File: src/rtl/branch_resolve_queue.sv
// branch_resolve_queue
//   In-order queue of in-flight branch predictions. Each prediction
//   (pc, ghr snapshot, predicted direction) is pushed at the tail. Execute
//   resolves the oldest entry at the head. Every resolution produces a
//   registered predictor-update triple. A wrong prediction additionally
//   raises a mispredict strobe with the corrected history and flushes all
//   younger entries.
//
// Ports
//   clk, reset                 rising-edge clock, synchronous active-high reset
//   pred_valid/pc/ghr/taken    prediction push request and payload
//   pred_ready                 queue not full
//   res_valid/res_taken        resolve the head entry with its actual direction
//   res_ready                  queue not empty
//   upd_valid/pc/ghr/taken     one-cycle predictor training strobe and triple
//   mispredict, recover_ghr    one-cycle flush strobe and repaired history
//   count                      current occupancy
//   resolved_cnt, mispred_cnt  saturating 16-bit statistics
module branch_resolve_queue #(
   parameter int DEPTH = 4,
   parameter int PC_W  = 8,
   parameter int GHR_W = 8
) (
   input  logic                     clk,
   input  logic                     reset,
   input  logic                     pred_valid,
   input  logic [PC_W-1:0]          pred_pc,
   input  logic [GHR_W-1:0]         pred_ghr,
   input  logic                     pred_taken,
   output logic                     pred_ready,
   input  logic                     res_valid,
   input  logic                     res_taken,
   output logic                     res_ready,
   output logic                     upd_valid,
   output logic [PC_W-1:0]          upd_pc,
   output logic [GHR_W-1:0]         upd_ghr,
   output logic                     upd_taken,
   output logic                     mispredict,
   output logic [GHR_W-1:0]         recover_ghr,
   output logic [$clog2(DEPTH):0]   count,
   output logic [15:0]              resolved_cnt,
   output logic [15:0]              mispred_cnt
);

   localparam int PW = $clog2(DEPTH);
   localparam int CW = PW + 1;

   logic [PC_W-1:0]  pc_mem  [DEPTH];
   logic [GHR_W-1:0] ghr_mem [DEPTH];
   logic             tkn_mem [DEPTH];

   logic [PW-1:0]    head_q, head_d;
   logic [PW-1:0]    tail_q, tail_d;
   logic [CW-1:0]    count_q, count_d;

   logic             upd_valid_q;
   logic [PC_W-1:0]  upd_pc_q;
   logic [GHR_W-1:0] upd_ghr_q;
   logic             upd_taken_q;
   logic             mispredict_q;
   logic [GHR_W-1:0] recover_ghr_q;
   logic [15:0]      resolved_q, resolved_d;
   logic [15:0]      mispred_q, mispred_d;

   logic push, pop, mis;

   assign pred_ready = (count_q < CW'(DEPTH));
   assign res_ready  = (count_q != '0);

   assign push = pred_valid && pred_ready;
   assign pop  = res_valid && res_ready;
   assign mis  = pop && (res_taken != tkn_mem[head_q]);

   always_comb begin
      head_d     = head_q;
      tail_d     = tail_q;
      count_d    = count_q;
      resolved_d = resolved_q;
      mispred_d  = mispred_q;

      if (mis) begin
         // Flush drops every younger entry and any same-cycle push.
         head_d  = tail_q;
         count_d = '0;
      end else begin
         if (pop) head_d = head_q + 1'b1;
         if (push) tail_d = tail_q + 1'b1;
         count_d = count_q + CW'(push) - CW'(pop);
      end

      if (pop && (resolved_q != '1)) resolved_d = resolved_q + 16'd1;
      if (mis && (mispred_q != '1))  mispred_d  = mispred_q + 16'd1;
   end

   // Entry storage carries no reset; only slots between head and tail are read.
   always_ff @(posedge clk) begin
      if (!reset && push && !mis) begin
         pc_mem[tail_q]  <= pred_pc;
         ghr_mem[tail_q] <= pred_ghr;
         tkn_mem[tail_q] <= pred_taken;
      end
   end

   always_ff @(posedge clk) begin
      if (reset) begin
         head_q        <= '0;
         tail_q        <= '0;
         count_q       <= '0;
         upd_valid_q   <= 1'b0;
         upd_pc_q      <= '0;
         upd_ghr_q     <= '0;
         upd_taken_q   <= 1'b0;
         mispredict_q  <= 1'b0;
         recover_ghr_q <= '0;
         resolved_q    <= '0;
         mispred_q     <= '0;
      end else begin
         head_q       <= head_d;
         tail_q       <= tail_d;
         count_q      <= count_d;
         upd_valid_q  <= pop;
         mispredict_q <= mis;
         if (pop) begin
            upd_pc_q      <= pc_mem[head_q];
            upd_ghr_q     <= ghr_mem[head_q];
            upd_taken_q   <= res_taken;
            recover_ghr_q <= {ghr_mem[head_q][GHR_W-2:0], res_taken};
         end
         if (pop) resolved_q <= resolved_d;
         if (mis) mispred_q  <= mispred_d;
      end
   end

   assign upd_valid    = upd_valid_q;
   assign upd_pc       = upd_pc_q;
   assign upd_ghr      = upd_ghr_q;
   assign upd_taken    = upd_taken_q;
   assign mispredict   = mispredict_q;
   assign recover_ghr  = recover_ghr_q;
   assign count        = count_q;
   assign resolved_cnt = resolved_q;
   assign mispred_cnt  = mispred_q;

endmodule
File: config.mk
export PLATFORM = sky130hd
export DESIGN_NAME = branch_resolve_queue
export DESIGN_NICKNAME = d
export VERILOG_FILES = /design/src/rtl/branch_resolve_queue.sv
export SDC_FILE = /design/constraint.sdc
export NUM_CORES = 1
export LEC_CHECK = 0
export CAP_MARGIN = 20
export CORE_MARGIN = 4
export CORE_UTILIZATION = 48
export CTS_CLUSTER_SIZE = 14
export DETAILED_ROUTE_END_ITERATION = 8
export PLACE_DENSITY = 0.72
export RECOVER_POWER = 100
export SLEW_MARGIN = 20
export SYNTH_ARGS = -nofsm -noshare
export SYNTH_HDL_FRONTEND = slang
export SYNTH_SLANG_ARGS = --single-unit
File: constraint.sdc
create_clock -name clk -period 2.97 [get_ports clk]
set_clock_uncertainty 0.2 [all_clocks]
set_input_delay 0.4455 -clock clk [delete_from_list [all_inputs] [get_ports clk]]
set_output_delay 0.4455 -clock clk [all_outputs]
set_load 0.005 [all_outputs]
==> impl_metrics.sql, run 1 <==
INSERT INTO impl_metrics (metric_group, metric, value, unit) VALUES
('synth', 'synthXorXnorAreaFrac', '3.21', '%'),
('flow_run', 'number_of_max_cap_violations', '0', ''),
('power_and_ir_drop', 'static-leakage-power', '2.46', 'nW'),
('die', 'start_util', '49.9', '%'),
('routing', 'viasPerCell', '5.46', ''),
('die', 'die_area', '12600', 'um^2'),
('cells_and_area', 'flow.area_growth_from_synthesis', '29.7', '%'),
('global_route', 'largest_net_degree_at_the_start_of_global_routing', '57', ''),
('critical_path', 'timing.critical_path.fanout_max', '17', ''),
('clocking', 'cts_bufs_inserted', '17', ''),
('clocking', 'cts_root_buf', 'clkbuf_8', ''),
('cells_and_area', 'n_antenna_cell', '0', ''),
('cells_and_area', 'multi_input_area', '1760', 'um^2'),
('place', 'detailed_place.area', '6220', 'um^2'),
('die', 'pin_count', '86', ''),
('synth', 'netlist_top_cells_area', 'edfxtp_1, dfxtp_1, mux4_1', ''),
('critical_path', 'crit_path_max_incr_delay', '570', 'ps'),
('sta', 'rsz0062_at_grt', 'false', ''),
('sta', 'slew_violations', '0', ''),
('synth', 'post_synth_instance_area', '5220', 'um^2'),
('power_and_ir_drop', 'clock_power_share', '41.0', '%'),
('place', 'global_placer_s_final_weighted_congestion', '0.774', ''),
('sta', 'timing.max_slew.rel_slack', '18.8', '%'),
('synth', 'synthesis.nets', '444', ''),
('cells_and_area', 'final_net_count', '531', ''),
('synth', 'synth_enable_flop_cells', '68', ''),
('status', 'outcome', 'completed', ''),
('critical_path', 'worstPathBufferInverterCount', '1', ''),
('routing', 'detailedRoute.firstPassIterationCount', '4', ''),
('cells_and_area', 'final_design_area_no_fill', '6770', 'um^2'),
('sta', 'timing_hold_violations_final', '0', ''),
('power_and_ir_drop', 'power.switching_fraction', '25.5', '%'),
('cells_and_area', 'core_util_final', '64.7', '%'),
('cells_and_area', 'final.fill_count', '784', ''),
('cells_and_area', 'layout-drive-gt1-share', '11.1', '%'),
('clocking', 'worst_skew_pair.late_latency', '520', 'ps'),
('die', 'design.core.area', '10500', 'um^2'),
('power_and_ir_drop', 'combPwrFrac', '17.0', '%'),
('die', 'num_rows', '37', ''),
('synth', 'synth_area_per_cell', '12.6', 'um^2'),
('synth', 'async_reset_ff_share', '0', '%'),
('critical_path', 'critPathTopFamily', 'simple AND/OR/NAND/NOR gates', ''),
('clocking', 'cts-htree-levels', '4', ''),
('cells_and_area', 'area.sequential', '3240', 'um^2'),
('synth', 'synth-adder-area-share', '2.30', '%'),
('power_and_ir_drop', 'power.ir.vdd_worst', '0.450', 'mV'),
('global_route', 'grt_util_all_layers', '18.0', '%'),
('critical_path', 'crit_path_start_kind', 'flop', ''),
('sta', 'tightestPinTransition', '1220', 'ps'),
('synth', 'synth_warnings', '0', ''),
('clocking', 'cts.reportedPaths.clkPinSlew', '60', 'ps'),
('global_route', 'grt_antenna_before_repair', '0', ''),
('critical_path', 'worstSetupEndpointType', 'flop', ''),
('synth', 'synthDominantAreaCellType', 'edfxtp_1', ''),
('critical_path', 'critical_path.cell_chain', 'mux4_2 > xor2_4 > and2_2 > nor3_1 > and2_0 > clkbuf_4', ''),
('synth', 'yosysUniqueCellTypes', '43', ''),
('synth', 'synth_compound_area_share', '7.55', '%'),
('clocking', 'hold_buffers', '0', ''),
('clocking', 'cts-root-to-sink-buffers', '2', ''),
('routing', 'route.detailed.wl_per_inst', '16.7', 'um'),
('synth', 'synth_simple_gate_area_share', '12.3', '%'),
('synth', 'synth-seq-area-share', '62.1', '%'),
('clocking', 'post_cts_setup_repair_buffer_count', '0', ''),
('routing', 'route.antenna.remaining_nets', '0', ''),
('die', 'die_h', '112', 'um'),
('power_and_ir_drop', 'share_seq_of_total_power', '42.0', '%'),
('clocking', 'cts_repair_resize_count', '0', ''),
('routing', 'remaining_drc_errors', '0', ''),
('sta', 'finalSetupTns', '0', 'ps'),
('synth', 'post-synth-top-area-fraction', '39.1', '%'),
('die', 'dieWidth', '112', 'um');
[final timing paths]
| check | to | slack (ps) | cells after the start |
|---|---|---|---|
| max | tkn_mem[3] | 230 | 6 |
| min reg2reg | upd_pc[4] | 250 | 2 |
| min | upd_pc[4] | 250 | 2 |
| max reg2reg | tkn_mem[3] | 230 | 6 |
[through the flow]
step / instances / hold slack, ps / worst slack, ps
2_1_floorplan: 413 / 253 / 63.9
3_3_place_gp: 617 / 248 / 259
3_5_place_dp: 617 / 247 / 203
4_1_cts: 649 / 254 / 295
5_1_grt: 649 / 279 / 97.8
6_report: 649 / 251 / 228
[sequential cells by signal (all words and copies together) (netlist names), named ones only]
signal        count
tail_q            2
resolved_cnt     16
upd_ghr           8
mispredict        1
upd_pc            8
pc_mem           32
count             3
upd_valid         1
ghr_mem          32
mispred_cnt      16
head_q            2
recover_ghr       1
tkn_mem           4
[cells in the mapped netlist, types with 2 or more instances]
cell	instances
a21oi_1	39
nor4b_1	2
xor2_1	2
and3_1	5
or3_2	4
o31ai_1	5
and4_1	2
mux4_2	9
a2111oi_0	2
xnor2_1	14
or3_1	6
and2_1	4
mux4_1	8
nor3_1	6
a31oi_1	2
clkbuf_1	13
dfxtp_1	60
nand4_1	8
buf_1	2
nor4_1	3
inv_1	15
buf_4	9
nor2_1	21
nand3_1	10
edfxtp_1	68
nand2_1	50
buf_6	2
ha_1	8
or4_1	6
o21ai_0	10
mux2i_1	3
a211oi_1	4
[worst reg2reg max path, stage by stage, from the launching register on]
cell      delay [ps]
dfxtp_1          360
mux4_2           570
xor2_4           180
and2_2           200
nor3_1           360
and2_0           210
clkbuf_4         330
[layer usage]
metal	GRT usage [%]	up-vias	wire [um]
met3	6.68	6	729
li1	-	1702	-
met5	0	-	0
met2	29.1	117	5310
met1	23.1	1719	4750
met4	4.81	0	63
[placed cells by master, fill, tap and decap left out, drive strengths merged, types with 7 or more instances in the layout]
cell type / instances
nor2: 21
dfxtp: 60
buf: 7
a21oi: 39
clkbuf: 23
nand4: 8
o21ai: 10
edfxtp: 68
nand2: 50
inv: 16
dlygate4sd3: 81
xnor2: 14
mux4: 17
or3: 10
ha: 8
nand3: 10
[power by group through the flow]
stage / registers, mW / clock network, mW / logic, mW
2_1_floorplan: 2.17 / 0 / 0.565
3_3_place_gp: 2.22 / 0 / 0.930
3_5_place_dp: 2.22 / 0 / 0.961
4_1_cts: 2.19 / 2.15 / 0.972
5_1_grt: 2.20 / 2.24 / 0.968
6_report: 2.17 / 2.12 / 0.882
[cell families after synthesis]
family | after synthesis
buf+inv | 43
simple gates | 130
compound gates | 66
flops | 128
mux | 20
fa+ha+maj | 9
xor+xnor | 17
[layout make-up]
type | instances | share of cell area [%]
clock buffers | 18 | 6.17
inverters | 15 | 0.831
clock inverters | 14 | 2.81
repair buffers | 96 | 13.8
well taps | 136 | 2.51
multi-input cells | 242 | 26.0
flip-flops and latches | 128 | 47.9
(Power assumes the default switching activity.)
==> inputs of run 2 (changes only) <==
- CORE_MARGIN: 4 -> 2
- TNS_END_PERCENT: default -> 100
==> impl_metrics.sql, run 2 (synthesis results as in run 1) <==
INSERT INTO impl_metrics (metric_group, metric, value, unit) VALUES
('status', 'outcome', 'completed', ''),
('routing', 'detailedRoute.firstPassIterationCount', '4', ''),
('sta', 'tightestPinTransition', '1150', 'ps'),
('critical_path', 'timing.critical_path.fanout_max', '17', ''),
('sta', 'timing.max_slew.rel_slack', '23.5', '%'),
('die', 'dieWidth', '108', 'um'),
('critical_path', 'crit_path_start_kind', 'flop', ''),
('clocking', 'cts_repair_resize_count', '0', ''),
('clocking', 'post_cts_setup_repair_buffer_count', '0', ''),
('place', 'buffer_ports.inserted', '85', ''),
('sta', 'worst_hold_slack', '259', 'ps'),
('global_route', 'grt_first_pass_wirelength', '16600', 'um'),
('power_and_ir_drop', 'static-leakage-power', '2.44', 'nW'),
('critical_path', 'cpMaxStageDelayCell', 'mux4_2', ''),
('die', 'pin_count', '86', ''),
('global_route', 'globalRouteOverflowTotal', '0', ''),
('die', 'die_h', '108', 'um'),
('critical_path', 'worst-endpoint-arrival', '2700', 'ps'),
('routing', 'route.detailed.wl_per_inst', '15.6', 'um'),
('flow_run', 'number_of_max_cap_violations', '0', ''),
('critical_path', 'cp.required', '2960', 'ps'),
('sta', 'slew_violations', '0', ''),
('sta', 'finalSetupTns', '0', 'ps'),
('cells_and_area', 'mostFrequentLayoutCell', 'dlygate4sd3_1', ''),
('hold_path', 'min_path_type', 'reg -> reg', ''),
('routing', 'viasPerCell', '5.35', ''),
('hold_path', 'hold_path_endpoint', 'upd_pc[0]', ''),
('power_and_ir_drop', 'pwr_density_cell', '734', 'nW/um^2'),
('global_route', 'largest_net_degree_at_the_start_of_global_routing', '57', ''),
('clocking', 'cts_tree', 'yes', ''),
('routing', 'routed_wirelength', '10200', 'um'),
('sta', 'rsz0062_at_grt', 'false', ''),
('clocking', 'cts.reportedPaths.clkPinSlew', '50', 'ps'),
('critical_path', 'ff2ff_path_depth', '6', ''),
('critical_path', 'crit_path_max_incr_delay', '570', 'ps'),
('global_route', 'vias_in_the_first_global_route', '3371', ''),
('die', 'num_rows', '38', ''),
('critical_path', 'worstSetupEndpointType', 'flop', ''),
('sta', 'clock.fmax', '369', 'MHz'),
('clocking', 'worst_skew_pair.late_latency', '510', 'ps'),
('critical_path', 'critPathTopFamily', 'simple AND/OR/NAND/NOR gates', ''),
('critical_path', 'timing.setup.critical_path_class', 'reg -> reg', ''),
('place', 'post-dp-hpwl', '6880', 'um'),
('clocking', 'cts-root-to-sink-buffers', '2', ''),
('clocking', 'cts-htree-levels', '4', ''),
('hold_path', 'hold_path_startpoint', 'upd_pc[0]', ''),
('cells_and_area', 'core_util_final', '62.4', '%'),
('routing', 'via_count', '3507', ''),
('die', 'die_area', '11700', 'um^2'),
('cells_and_area', 'final_design_area_no_fill', '6710', 'um^2'),
('critical_path', 'register_to_register_setup_slack', '260', 'ps'),
('sta', 'timing_hold_violations_final', '0', ''),
('clocking', 'cts_root_buf', 'clkbuf_8', ''),
('critical_path', 'worstReg2RegEnd', 'ghr_mem[2][5]', ''),
('place', 'global_placer_s_final_weighted_congestion', '0.798', ''),
('cells_and_area', 'flow.area_growth_from_synthesis', '28.5', '%'),
('sta', 'finalSetupViolations', '0', ''),
('hold_path', 'min_delay_path_depth', '2', ''),
('routing', 'drt_iter0_markers', '226', ''),
('cells_and_area', 'final_net_count', '533', ''),
('cells_and_area', 'final_cell_mix', 'dlygate4sd3_1, edfxtp_1, dfxtp_1', ''),
('clocking', 'numClockSinks', '128', ''),
('sta', 'final_min_period_over_clock_period', '91.3', '%'),
('sta', 'layout_min_cycle_time', '2710', 'ps'),
('die', 'start_util', '48.6', '%'),
('cells_and_area', 'layout-drive-gt1-share', '10.5', '%'),
('clocking', 'cts_bufs_inserted', '17', ''),
('power_and_ir_drop', 'power.ir.vdd_worst', '0.411', 'mV'),
('cells_and_area', 'biggestRegsByFlops', 'ghr_mem x32, pc_mem x32', ''),
('die', 'design.core.area', '10700', 'um^2'),
('routing', 'route.antenna.remaining_nets', '0', ''),
('critical_path', 'critical_path.cell_chain', 'mux4_2 > xor2_4 > and2_2 > nor3_1 > and2_0 > clkbuf_4', ''),
('cells_and_area', 'non_filler_instance_count_after_layout', '655', ''),
('routing', 'remaining_drc_errors', '0', ''),
('clocking', 'hold_buffers', '0', ''),
('critical_path', 'worstPathBufferInverterCount', '1', ''),
('place', 'detailed_place.area', '6210', 'um^2'),
('place', 'numPlacedInstances', '623', ''),
('global_route', 'grt_util_all_layers', '18.7', '%'),
('cells_and_area', 'n_antenna_cell', '0', ''),
('global_route', 'grt_antenna_before_repair', '0', '');
run 2: cell types whose count changed in the layout (fill, tap and decap cells not counted), sizes merged:
cell      delta
clkinv       -1
bufinv       -2
clkbuf       +5
inv          -1
clkinvlp     -2
buf          +3
run 2: cell type report:
type | instances | area, um^2
timing repair buffer | 98 | 933
fill | 847 | 4040
tap | 140 | 175
sequential | 128 | 3240
inverter | 15 | 56.3
multi-input combinational | 242 | 1760
clock inverter | 8 | 90.1
clock buffer | 24 | 450
run 2: worst max-delay path by stage:
stage / cells past startpoint / endpoint / slack (ps) / from
after floorplan: 11 / count[2] / 60 / count[2]
after global placement: 6 / ghr_mem[3][6] / 270 / res_taken
after detailed placement: 6 / ghr_mem[3][6] / 250 / res_taken
after CTS: 6 / ghr_mem[3][5] / 350 / flop
after global routing: 6 / ghr_mem[2][6] / 130 / flop
final: 6 / ghr_mem[2][5] / 260 / flop
run 2: worst min-delay path, delay by kind of cell (launching register included):
family           cells  cell delay (ps)
AO/OA/AOI/OAI        1               50
AND/OR/NAND/NOR      1               50
flip-flops           1              310
run 2: layer usage:
| metal | global-route usage (%) | wire length (um) | vias up |
|---|---|---|---|
| met3 | 5.97 | 513 | 6 |
| li1 | - | - | 1698 |
| met4 | 5.13 | 74 | 0 |
| met5 | 0 | 0 | - |
| met2 | 30.5 | 5100 | 94 |
| met1 | 24.4 | 4560 | 1709 |
run 2: per-stage QoR:
step	setup WS, ps	power [mW]
after CTS	347	5.06
after global routing	130	5.16
final	257	4.93
after global placement	270	3.13
after detailed placement	245	3.16
after floorplan	63.9	2.74
run 2: power by group:
group	switching [mW]	total [mW]	internal, mW
clock	0.691	1.90	1.20
combinational	0.411	0.857	0.446
sequential	0.129	2.18	2.05
